==> config.mk <==
export PLATFORM = sky130hd
export DESIGN_NAME = fetch
export DESIGN_NICKNAME = d
export VERILOG_FILES = /design/src/rtl/fetch_pkg.sv /design/src/rtl/fetch_queue.sv /design/src/rtl/fetch.sv
export SDC_FILE = /design/constraint.sdc
export NUM_CORES = 1
export LEC_CHECK = 0
export CAP_MARGIN = 20
export CORE_UTILIZATION = 40
export DETAILED_ROUTE_END_ITERATION = 12
export PLACE_DENSITY = 0.76
export SETUP_SLACK_MARGIN = 0.4
export SYNTH_ARGS = -nofsm -noshare
export SYNTH_HDL_FRONTEND = slang
export SYNTH_SLANG_ARGS = --single-unit
==> constraint.sdc <==
create_clock -name clk -period 4.5 [get_ports clk]
set_input_delay 0.675 -clock clk [delete_from_list [all_inputs] [get_ports clk]]
set_output_delay 0.675 -clock clk [all_outputs]
set_load 0.1 [all_outputs]
==> src/rtl/fetch_pkg.sv <==
// Shared types and constants for the fetch stage and its instruction queue.
package fetch_pkg;
  localparam int PC_W   = 13;
  localparam int INST_W = 16;
  localparam logic [3:0] OP_HALT = 4'b0000;

  typedef enum logic [1:0] {RUN, HALT_PEND, HALTED} state_t;

  typedef struct packed {
    logic [INST_W-1:0] inst;
    logic [PC_W-1:0]   pc;
  } entry_t;
endpackage

==> src/rtl/fetch_queue.sv <==
// In-order instruction queue: DEPTH-entry synchronous FIFO with flush.
module fetch_queue
  import fetch_pkg::*;
#(
  parameter int DEPTH = 2
) (
  input  logic                         clk,
  input  logic                         rst_n,
  input  logic                         push,
  input  entry_t                       push_data,
  input  logic                         pop,
  input  logic                         flush,
  output entry_t                       head,
  output logic [$clog2(DEPTH+1)-1:0]   count,
  output logic                         full,
  output logic                         empty
);
  localparam int CW = $clog2(DEPTH + 1);
  localparam int AW = (DEPTH > 1) ? $clog2(DEPTH) : 1;

  entry_t          mem [DEPTH];
  logic [AW-1:0]   rd_ptr, wr_ptr;
  logic            do_push, do_pop;

  assign empty   = (count == '0);
  assign full    = (count == CW'(DEPTH));
  assign do_pop  = pop & ~empty;
  // A full queue still accepts a word when the head leaves in the same cycle.
  assign do_push = push & (~full | do_pop);
  assign head    = mem[rd_ptr];

  function automatic logic [AW-1:0] bump(input logic [AW-1:0] p);
    return (p == AW'(DEPTH - 1)) ? '0 : p + 1'b1;
  endfunction

  // NOTE: storage is not reset; count and pointers alone decide which entries are valid.
  always_ff @(posedge clk) begin
    if (do_push) mem[wr_ptr] <= push_data;
  end

  always_ff @(posedge clk) begin
    if (!rst_n || flush) begin
      rd_ptr <= '0;
      wr_ptr <= '0;
      count  <= '0;
    end else begin
      if (do_push) wr_ptr <= bump(wr_ptr);
      if (do_pop)  rd_ptr <= bump(rd_ptr);
      count <= count + CW'(do_push) - CW'(do_pop);
    end
  end
endmodule

==> src/rtl/fetch.sv <==
// Instruction-fetch stage: PC, request credit, stale-response discard, halt FSM.
// Optional FETCH_PERF_EN adds handshake and stall performance counters.
module fetch
  import fetch_pkg::*;
#(
  parameter logic [PC_W-1:0] RESET_PC = 13'h0000,
  parameter int              QDEPTH   = 2
) (
  input  logic              clk,
  input  logic              rst_n,
  output logic              imem_req,
  output logic [PC_W-1:0]   imem_addr,
  input  logic              imem_ready,
  input  logic              imem_rvalid,
  input  logic [INST_W-1:0] imem_rdata,
  input  logic              redirect,
  input  logic [PC_W-1:0]   redirect_pc,
  output logic              id_valid,
  input  logic              id_ready,
  output logic [INST_W-1:0] id_inst,
  output logic [PC_W-1:0]   id_pc,
  output logic [PC_W-1:0]   id_pc_plus2,
  output logic              halted
`ifdef FETCH_PERF_EN
  ,
  output logic [31:0]       perf_fetch_cnt,
  output logic [31:0]       perf_stall_cnt
`endif
);
  localparam int CW = $clog2(QDEPTH + 1);

  state_t          state, state_n;
  logic [PC_W-1:0] pc, resp_pc;
  logic [CW-1:0]   outstanding, out_n, discard, q_count;
  logic [CW:0]     in_use;
  logic            live, accept, redir_ok, handshake;
  logic            q_push, q_flush, q_full, q_empty;
  entry_t          q_head, q_in;

  assign in_use    = {1'b0, outstanding} + {1'b0, q_count};
  assign imem_req  = live && (state == RUN) && (in_use < (CW+1)'(QDEPTH));
  assign imem_addr = pc;
  assign accept    = imem_req & imem_ready;
  assign redir_ok  = redirect && (state != HALTED);
  assign out_n     = outstanding + CW'(accept) - CW'(imem_rvalid);

  // Kept responses arrive in order and back to back from the last redirect
  // target, so their PC is a running counter rather than a per-request record.
  assign q_in    = '{inst: imem_rdata, pc: resp_pc};
  assign q_push  = imem_rvalid && (discard == '0) && (state == RUN) && !redirect;
  assign q_flush = redir_ok || (state == HALTED);

  assign id_valid    = ~q_empty && (state != HALTED);
  assign handshake   = id_valid & id_ready;
  assign id_inst     = id_valid ? q_head.inst : '0;
  assign id_pc       = id_valid ? q_head.pc : '0;
  assign id_pc_plus2 = id_valid ? q_head.pc + PC_W'(2) : '0;
  assign halted      = (state == HALTED);

  fetch_queue #(.DEPTH(QDEPTH)) u_queue (
    .clk       (clk),
    .rst_n     (rst_n),
    .push      (q_push),
    .push_data (q_in),
    .pop       (handshake),
    .flush     (q_flush),
    .head      (q_head),
    .count     (q_count),
    .full      (q_full),
    .empty     (q_empty)
  );

  // NOTE: next state takes its default first so no path through the case infers a latch.
  always_comb begin
    state_n = state;
    case (state)
      RUN:       if (q_push && imem_rdata[15:12] == OP_HALT) state_n = HALT_PEND;
      HALT_PEND: begin
        if (redirect) state_n = RUN;
        else if (handshake && q_head.inst[15:12] == OP_HALT) state_n = HALTED;
      end
      HALTED:    state_n = HALTED;
      default:   state_n = RUN;
    endcase
  end

  always_ff @(posedge clk) begin
    if (!rst_n) begin
      state       <= RUN;
      live        <= 1'b0;
      pc          <= RESET_PC;
      resp_pc     <= RESET_PC;
      outstanding <= '0;
      discard     <= '0;
    end else begin
      state       <= state_n;
      live        <= 1'b1;
      outstanding <= out_n;
      if (redir_ok) begin
        pc      <= redirect_pc;
        resp_pc <= redirect_pc;
        discard <= out_n;
      end else begin
        if (accept)                          pc      <= pc + PC_W'(2);
        if (q_push)                          resp_pc <= resp_pc + PC_W'(2);
        if (imem_rvalid && discard != '0)    discard <= discard - 1'b1;
      end
    end
  end

`ifdef FETCH_PERF_EN
  always_ff @(posedge clk) begin
    if (!rst_n) begin
      perf_fetch_cnt <= '0;
      perf_stall_cnt <= '0;
    end else begin
      if (handshake)              perf_fetch_cnt <= perf_fetch_cnt + 32'd1;
      if (id_valid && !id_ready)  perf_stall_cnt <= perf_stall_cnt + 32'd1;
    end
  end
`endif

  overflow_a: assert property (@(posedge clk) disable iff (!rst_n)
    !(q_push && q_full && !handshake && !q_flush));
endmodule

==> results.py, run 1 <==
metrics = {
    "power": {
        "switching_share_pct": 33.6,
        "internal-power_mw": 1.52,
        "leakage_nw": 2.07,
        "pwr_density_cell_nw_per_um2": 399,
        "totalPowerFinal_mw": 2.29,
        "ir_worst_vdd_v": 0.000188,
        "pwr-share-comb_pct": 22.9,
        "switchingPower_uw": 770,
        "p_seq_share_pct": 44.5,
        "power.share.clock_pct": 32.6,
    },
    "logic_synthesis": {
        "synth_area_um2": 4530,
        "ys_ff_latch": 95,
        "synth_flop_cell": "edfxtp_1",
        "async_flop_share_pct": 0,
        "synth_top_area_share_pct": 38.5,
        "synth_edf_count": 58,
        "yosys.cell_types.count": 59,
        "syn_nets": 453,
        "synth_area_leaders": "edfxtp_1, dfxtp_1, mux2i_1",
        "syn_avg_cell_area_um2": 11.1,
        "postSynthCellCount": 409,
        "synth_warnings": 0,
        "yosysSeqAreaShare_pct": 54.8,
        "synth_area_leader_cell": "edfxtp_1",
    },
    "sta": {
        "holdWs_ps": 512,
        "finClkSkew_ps": 9.53,
        "setup-violations-final": 0,
        "max_slew_margin_pct": 32.6,
        "min_period_ps": 3620,
        "finalHoldViolations": 0,
        "setup_tns_ps": 0,
        "fmax_mhz": 276,
        "period_share_pct": 80.4,
        "drv_slew": 0,
        "tightest_slew_ps": 1010,
        "rsz0062_at_grt": "false",
    },
    "global_routing": {
        "antenna_found_initial": 0,
        "grt.total_usage_pct": 18.2,
        "grt_pass1_vias": 3260,
        "grt_start_max_net_pins": 40,
        "grt-ovfl-total": 0,
        "grt_pass1_wl_um": 16200,
    },
    "clocking": {
        "clkSinkCount": 95,
        "root_buffer": "clkbuf_16",
        "cts_buffers": 9,
        "clkTransAtPathRegs_ps": 70,
        "post_cts_resized": 0,
        "cts_tree": "yes",
        "cts-htree-levels": 3,
        "cts_hold_buf": 0,
        "postCtsSetupBuffers": 0,
        "clk_latency_ps": 340,
        "clock_path_buffers": 2,
    },
    "route": {
        "drt_iter0_markers": 228,
        "wl_per_cell_um": 15.7,
        "ant_nets": 0,
        "wirelength_um": 10100,
        "vias_per_cell": 5.38,
        "drc_errors": 0,
        "vias": 3443,
        "firstDrtPassIters": 5,
    },
    "floorplanning": {
        "coreArea_um2": 10900,
        "dieArea_um2": 11700,
        "start_util_pct": 41.4,
        "fp-row-count": 38,
        "fp.dieH_um": 108,
        "dieWidth_um": 108,
        "io_pins": 93,
    },
    "placed_design": {
        "gp_congestion": 0.854,
        "dp_hpwl_um": 7140,
        "portBuffers": 92,
    },
    "worst_hold_path": {
        "hold_class": "reg -> reg",
        "hp-start": "resp_pc[12]",
    },
    "final_layout": {
        "fin_nets": 539,
        "antenna-diode-count": 0,
        "fillers": 964,
        "regArea_um2": 2480,
        "drive_above_1_share_pct": 15.4,
        "multi_input_area_um2": 1890,
        "syn2layout_area_growth_pct": 27.0,
    },
    "setup_path": {
        "worstSetupStartpoint": "u_queue.count[0]",
        "endpoint_kind": "output pin",
        "slowest_delay_ps": 1130,
        "cp_slowest_cell": "clkdlybuf4s50_1",
        "crit_path_frequent_cell": "and2_1",
        "r2r-start": "u_queue.count[0]",
        "critPathKind": "reg -> out",
        "path_cells": "and2_1 -> fa_1 -> nor3_2 -> and2_1 -> clkdlybuf4s50_1",
        "start_kind": "flop",
        "cp.arrival_ps": 2940,
        "cp_data_required_time_ps": 3830,
        "crit_path_max_fanout": 6,
    },
    "run": {
        "cap_violations": 0,
    },
    "run_status": {
        "status": "finished clean",
    },
}
logic make-up (layout without fill, tap and decap cells):
logic type	after synthesis	after routing	share of synthesized area [%]
adders and majority gates	9	9	2.65
buffers and inverters	37	128	3.81
DFF	95	95	54.8
muxes	33	33	7.49
AOI/OAI and AO/OA	72	72	9.81
xor gates and xnor gates	19	19	3.68
and+or+nand+nor	144	144	17.7
worst max-delay path, delay by kind of cell (launching register included):
family / cells / cell delay (ps)
simple gates: 3 / 630
fa+ha+maj: 1 / 460
buf+inv: 1 / 1130
flops: 1 / 370
synthesized netlist by cell type, types with 3 or more instances:
master and number:
a31oi_1 11, clkbuf_1 9, and2_1 8, xnor2_1 9
dfxtp_1 37, buf_4 7, and4_1 3, a21o_1 3
o21ai_0 18, nor4bb_1 3, buf_2 6, or4_1 3
mux2i_1 28, nor2_1 39, nand4_1 7, nand2_1 16
edfxtp_1 58, nand3b_1 5, ha_1 8, nor4_1 5
or3_1 8, nor3_1 5, inv_1 15, and3_1 11
a21oi_1 17, o31ai_1 3, xor2_1 10, nand3_1 15
a211oi_1 3
registers in the layout, summed over array words and instances (netlist names), named ones only:
| register | flops |
|---|---|
| u_queue.count | 2 |
| live | 1 |
| u_queue.mem | 58 |
| u_queue.wr_ptr | 1 |
| state | 2 |
| outstanding | 2 |
| u_queue.rd_ptr | 1 |
| discard | 2 |
| imem_addr | 13 |
| resp_pc | 12 |
layout by cell type, fill, tap and decap left out, drive strengths merged, types with 4 or more instances in the layout:
master         instances
inv                   21
mux2i                 29
nor3                   6
clkdlybuf4s50         49
xnor2                  9
and3                  11
and2                   8
nor4                   7
nor2                  40
o21ai                 20
nand4                  7
nand3b                 5
xor2                  10
edfxtp                58
a31oi                 11
buf                   48
clkbuf                 9
nand2                 17
mux2                   4
or3                    8
dfxtp                 37
ha                     8
nand3                 16
a21oi                 17
per-layer routing:
| layer | up-vias | part of all wire [%] | GRT usage (%) |
|---|---|---|---|
| met4 | 0 | 1.0 | 5.50 |
| met3 | 8 | 6.1 | 4.40 |
| met1 | 1624 | 46 | 24.1 |
| met5 | - | 0 | 0 |
| met2 | 128 | 47 | 29.5 |
| li1 | 1683 | - | - |
per-stage QoR:
stage | std cells | cell area [um^2] | setup slack (ps) | util, %
floorplan | 409 | 4540 | 653 | -
global placement | 624 | 5450 | 1290 | 49.9
detailed placement | 624 | 5450 | 1270 | 49.9
CTS | 640 | 5750 | 873 | 52.6
global route | 640 | 5750 | 684 | 52.6
finish | 640 | 5750 | 883 | 52.6
power by group through the flow:
| stage | Sequential, mW | Combinational (mW) | Clock [mW] |
|---|---|---|---|
| after detailed placement | 1.04 | 0.525 | 0 |
| after global placement | 1.04 | 0.517 | 0 |
| after global routing | 1.03 | 0.558 | 0.800 |
| final | 1.02 | 0.525 | 0.747 |
| after floorplan | 1.08 | 0.348 | 0 |
| after CTS | 1.02 | 0.528 | 0.763 |
path summary, 6_finish.rpt:
kind              slack [ps]            endpoint  cells after the start
setup / recovery         880            imem_req                      5
hold / removal           510  u_queue.mem[0][12]                      0
setup reg to reg        1760          discard[1]                     11
hold reg to reg          510  u_queue.mem[0][12]                      0
layout make-up:
class / count / share of cell area, %
flip-flops and latches: 95 / 43.2
multi-input cells: 277 / 32.8
repair buffers: 97 / 14.8
clock buffers: 9 / 3.92
well taps: 140 / 3.05
clock inverters: 7 / 1.22
inverters: 15 / 0.979
(Power assumes the default switching activity.)
==> inputs of run 2 (changes only) <==
==> constraint.sdc (replaced) <==
create_clock -name clk -period 3.7 [get_ports clk]
set_input_delay 0.555 -clock clk [delete_from_list [all_inputs] [get_ports clk]]
set_output_delay 0.555 -clock clk [all_outputs]
set_load 0.1 [all_outputs]
==> run 2 against run 1 <==
- die area stayed put
- global-route usage is 0.23 points higher
- clock skew down 3.6 ps
- sequential power grew 22%
- non-clock buffer count rose by 1
- critical path depth did not move
- sequential share of layout area shrank 2.9 points
- wire length is 2.3% higher
- core utilization grew 3.8 points
- total power up 25%
- first-iteration DRC count fell by 15%
- critical path type unchanged
==> results.py, run 2 (synthesis results as in run 1) <==
metrics = {
    "run_status": {
        "status": "finished clean",
    },
    "route": {
        "wirelength_um": 10300,
        "firstDrtPassIters": 4,
        "drt_iter0_markers": 193,
        "drc_errors": 0,
        "vias": 3455,
        "vias_per_cell": 5.39,
        "wl_per_cell_um": 16.1,
        "ant_nets": 0,
    },
    "final_layout": {
        "final_common_cell": "edfxtp_1",
        "multi_input_area_um2": 1900,
        "drive_above_1_share_pct": 16.6,
        "final_cell_area_um2": 6160,
        "final_cells": 641,
        "top_register": "u_queue.mem",
        "fillers": 922,
        "fin_nets": 540,
        "final_cell_mix": "edfxtp_1, clkdlybuf4s50_1, nor2_1",
        "regArea_um2": 2480,
        "largest_reg_flops": 58,
        "syn2layout_area_growth_pct": 36.0,
        "antenna-diode-count": 0,
    },
    "global_routing": {
        "top_usage_layer": "met2",
        "grt.total_usage_pct": 18.4,
        "grt_pass1_vias": 3348,
        "grt_start_max_net_pins": 34,
        "grt_use_met1_pct": 23.9,
        "grt-ovfl-total": 0,
        "met3_usage_pct": 3.92,
        "use_met2_pct": 31.5,
        "grt_pass1_wl_um": 16600,
        "antenna_found_initial": 0,
    },
    "clocking": {
        "cts-htree-levels": 3,
        "cts_tree": "yes",
        "cts_buffers": 9,
        "cts_hold_buf": 0,
        "clkSinkCount": 95,
        "clk_latency_ps": 340,
        "root_buffer": "clkbuf_16",
        "clkTransAtPathRegs_ps": 70,
        "post_cts_resized": 0,
        "clock_path_buffers": 2,
        "postCtsSetupBuffers": 0,
    },
    "power": {
        "ir_worst_vdd_v": 0.000292,
        "pwr_density_cell_nw_per_um2": 467,
        "totalPowerFinal_mw": 2.88,
        "leakage_nw": 2.17,
    },
    "sta": {
        "setup_tns_ps": 0,
        "drv_slew": 0,
        "rsz0062_at_grt": "false",
        "setup-violations-final": 0,
        "max_slew_margin_pct": 34.3,
        "finClkSkew_ps": 5.95,
        "period_share_pct": 83.6,
        "finalHoldViolations": 0,
        "fmax_mhz": 323,
        "fin_ws_ps": 608,
        "tightest_slew_ps": 982,
        "min_period_ps": 3090,
    },
    "run": {
        "cap_violations": 0,
    },
    "placed_design": {
        "dp_hpwl_um": 7520,
        "gp_congestion": 0.844,
        "portBuffers": 92,
        "place_ws_ps": 963,
        "post_dp_cell_area_um2": 5850,
        "placed_cells": 625,
    },
    "setup_path": {
        "cp.arrival_ps": 2540,
        "endpoint_kind": "output pin",
        "start_kind": "flop",
        "critPathKind": "reg -> out",
        "cp_data_required_time_ps": 3140,
        "crit_path_max_fanout": 24,
    },
    "floorplanning": {
        "fp.dieH_um": 108,
        "fp-row-count": 38,
        "io_pins": 93,
        "start_util_pct": 41.4,
        "dieArea_um2": 11700,
        "coreArea_um2": 10900,
        "dieWidth_um": 108,
    },
    "worst_hold_path": {
        "hold_class": "reg -> reg",
    },
}
run 2: cell count changes in the layout (fill, tap and decap cells not counted):
cell	delta
clkinv_2	+1
buf_4	-28
buf_12	+31
nor3_2	+1
inv_8	-3
nor3_1	-1
clkinv_4	+1
nor2_1	-2
bufinv_16	+1
clkdlybuf4s50_1	-2
nor2_2	+2
run 2: stage by stage:
| step | hold WS (ps) | utilization [%] |
|---|---|---|
| finish | 513 | 56.3 |
| global route | 537 | 56.3 |
| CTS | 513 | 56.3 |
| detailed placement | 498 | 53.5 |
| global placement | 482 | 53.5 |
| floorplan | 448 | - |
run 2: path summary, 6_finish.rpt:
kind                                       start         endpoint  depth (start not counted)  slack, ps
worst min register to register     imem_addr[12]    imem_addr[12]                          2        510
worst max register to register    outstanding[0]       discard[1]                         11        960
worst max-delay path            u_queue.count[0]  id_pc_plus2[10]                          5        610
worst min-delay path               imem_addr[12]    imem_addr[12]                          2        510
run 2: critical path: stages, from the launching register on:
cell and delay, ps:
dfxtp_1 330, or2_1 320, nand2_1 740, nor2_1 230
mux2_1 390, buf_12 180
run 2: final cells by class:
class	count	share of cell area [%]
Sequential cell	95	40.3
Multi-Input combinational cell	277	30.8
Timing Repair Buffer	98	20.2
Clock buffer	9	3.66
Tap cell	140	2.84
Clock inverter	7	1.30
Inverter	15	0.914
run 2: per-layer routing:
| metal | vias to the layer above | routed length (um) |
|---|---|---|
| li1 | 1697 | - |
| met3 | 11 | 567 |
| met1 | 1634 | 4780 |
| met5 | - | 0 |
| met4 | 0 | 81 |
| met2 | 113 | 4870 |
run 2: report_power, final:
group	internal (mW)	switching, mW
registers	1.19	0.0516
logic	0.226	0.473
clock network	0.533	0.401
==> inputs of run 3 (changes only) <==
--- a/config.mk
+++ b/config.mk
@@ -8,7 +8,7 @@
 export CAP_MARGIN = 20
 export CORE_UTILIZATION = 40
 export DETAILED_ROUTE_END_ITERATION = 12
-export PLACE_DENSITY = 0.76
+export PLACE_DENSITY = 0.78
 export SETUP_SLACK_MARGIN = 0.4
 export SYNTH_ARGS = -nofsm -noshare
 export SYNTH_HDL_FRONTEND = slang
==> constraint.sdc (replaced) <==
create_clock -name clk -period 2.6 [get_ports clk]
set_input_delay 0.39 -clock clk [delete_from_list [all_inputs] [get_ports clk]]
set_output_delay 0.39 -clock clk [all_outputs]
set_load 0.1 [all_outputs]
==> run 3 against run 2 <==
- clock power up 46%
- first-iteration DRC count is 31% lower
- wire length is 13% higher
- critical endpoint is now id_pc_plus2[12]
- clock-buffer cell count did not move
- sequential power up 43%
- worst hold slack got worse by 2.1 ps
- worst setup slack worse by 460 ps
- via count grew 8.6%
- final cell count rose by 6.4%
- register-to-register slack worse by 790 ps
- total power grew 55%
==> results.py, run 3 (synthesis results as in run 1) <==
metrics = {
    "run_status": {
        "status": "finished clean",
    },
    "floorplanning": {
        "fp-row-count": 38,
        "dieArea_um2": 11700,
        "io_pins": 93,
        "fp.dieH_um": 108,
        "start_util_pct": 41.4,
        "dieWidth_um": 108,
        "coreArea_um2": 10900,
    },
    "global_routing": {
        "grt_start_max_net_pins": 32,
        "grt_pass1_wl_um": 17900,
        "grt-ovfl-total": 0,
        "antenna_found_initial": 0,
        "grt.total_usage_pct": 20.0,
        "grt_pass1_vias": 3603,
    },
    "sta": {
        "holdWs_ps": 511,
        "setup-violations-final": 0,
        "finClkSkew_ps": 8.07,
        "tightest_slew_ps": 521,
        "finalHoldViolations": 0,
        "fmax_mhz": 407,
        "max_slew_margin_pct": 64.5,
        "period_share_pct": 94.4,
        "rsz0062_at_grt": "true",
        "min_period_ps": 2450,
        "fin_ws_ps": 145,
        "drv_slew": 0,
        "setup_tns_ps": 0,
    },
    "power": {
        "pwr-share-comb_pct": 29.8,
        "switchingPower_mw": 1.47,
        "power.share.clock_pct": 30.5,
        "leakage_nw": 2.53,
        "p_seq_share_pct": 39.7,
        "ir_worst_vdd_v": 0.000398,
        "internal-power_mw": 3.00,
        "switching_share_pct": 32.9,
        "totalPowerFinal_mw": 4.47,
        "pwr_density_cell_nw_per_um2": 619,
    },
    "clocking": {
        "clock_path_buffers": 2,
        "clk_latency_ps": 340,
        "cts_tree": "yes",
        "clkSinkCount": 95,
        "cts_buffers": 9,
        "root_buffer": "clkbuf_16",
        "cts_hold_buf": 0,
        "cts-htree-levels": 3,
        "clkTransAtPathRegs_ps": 70,
    },
    "placed_design": {
        "dp_hpwl_um": 7840,
        "gp_congestion": 0.923,
        "place_ws_ps": 72.1,
        "portBuffers": 92,
    },
    "final_layout": {
        "final_cell_mix": "edfxtp_1, buf_4, buf_12",
        "largest_reg_flops": 58,
        "syn2layout_area_growth_pct": 59.4,
        "top_register": "u_queue.mem",
        "fin_nets": 581,
        "drive_above_1_share_pct": 39.1,
        "antenna-diode-count": 0,
        "final_common_cell": "edfxtp_1",
    },
    "route": {
        "vias_per_cell": 5.50,
        "wl_per_cell_um": 17.1,
        "wirelength_um": 11700,
        "drt_iter0_markers": 134,
        "drc_errors": 0,
        "ant_nets": 0,
        "firstDrtPassIters": 5,
        "vias": 3753,
    },
    "setup_path": {
        "crit_path_max_fanout": 8,
        "start_kind": "flop",
        "cp.arrival_ps": 2060,
        "cp_data_required_time_ps": 2210,
        "endpoint_kind": "output pin",
        "critPathKind": "reg -> out",
    },
    "run": {
        "cap_violations": 0,
    },
    "worst_hold_path": {
        "hold_class": "reg -> reg",
    },
}
run 3: final timing paths:
| path | end | slack (ps) | start | cells past startpoint |
|---|---|---|---|---|
| worst max-delay path | id_pc_plus2[12] | 150 | flop | 6 |
| worst min-delay path | u_queue.mem[1][6] | 510 | resp_pc[6] | 0 |
| worst max register to register | discard[1] | 170 | outstanding[0] | 11 |
| worst min register to register | u_queue.mem[1][6] | 510 | resp_pc[6] | 0 |
run 3: power by group through the flow:
stage | Sequential [mW] | Clock, mW | Combinational [mW]
after floorplan | 1.88 | 0 | 0.685
after global placement | 1.79 | 0 | 1.14
after CTS | 1.77 | 1.39 | 1.26
final | 1.77 | 1.36 | 1.33
after detailed placement | 1.80 | 0 | 1.16
after global routing | 1.78 | 1.44 | 1.39
run 3: repair_timing:
action,4_1_cts,5_1_grt
endpoints found under the setup margin,39,44
resized for setup,32,23
setup buffers,15,14
pin swaps,20,23
run 3: stage by stage:
step                      instances  utilization (%)  instance area [um^2]
after floorplan                 409                -                  4890
after global placement          637             58.7                  6420
after global routing            682             66.0                  7220
after detailed placement        637             58.7                  6420
final                           682             66.0                  7220
after CTS                       668             63.9                  6990
run 3: cell type report:
type | count | area (um^2)
Clock buffer | 9 | 225
Clock inverter | 7 | 87.6
Fill cell | 772 | 3720
Inverter | 15 | 58.8
Multi-Input combinational cell | 277 | 2420
Sequential cell | 95 | 2500
Tap cell | 140 | 175
Timing Repair Buffer | 139 | 1750
run 3: metal layers:
metal / routed length, um / up-vias / GRT usage [%]
met4: 261 / 0 / 8.01
met5: 0 / - / 0
met1: 4920 / 1812 / 24.8
met2: 5920 / 135 / 34.7
li1: - / 1782 / -
met3: 575 / 24 / 3.19
run 3: critical path, stage by stage, from the launching register on:
cell and delay, ps:
dfxtp_4 400, buf_6 140, nand3_4 70, a22o_4 310
nor4_4 310, mux2_4 340, buf_12 170
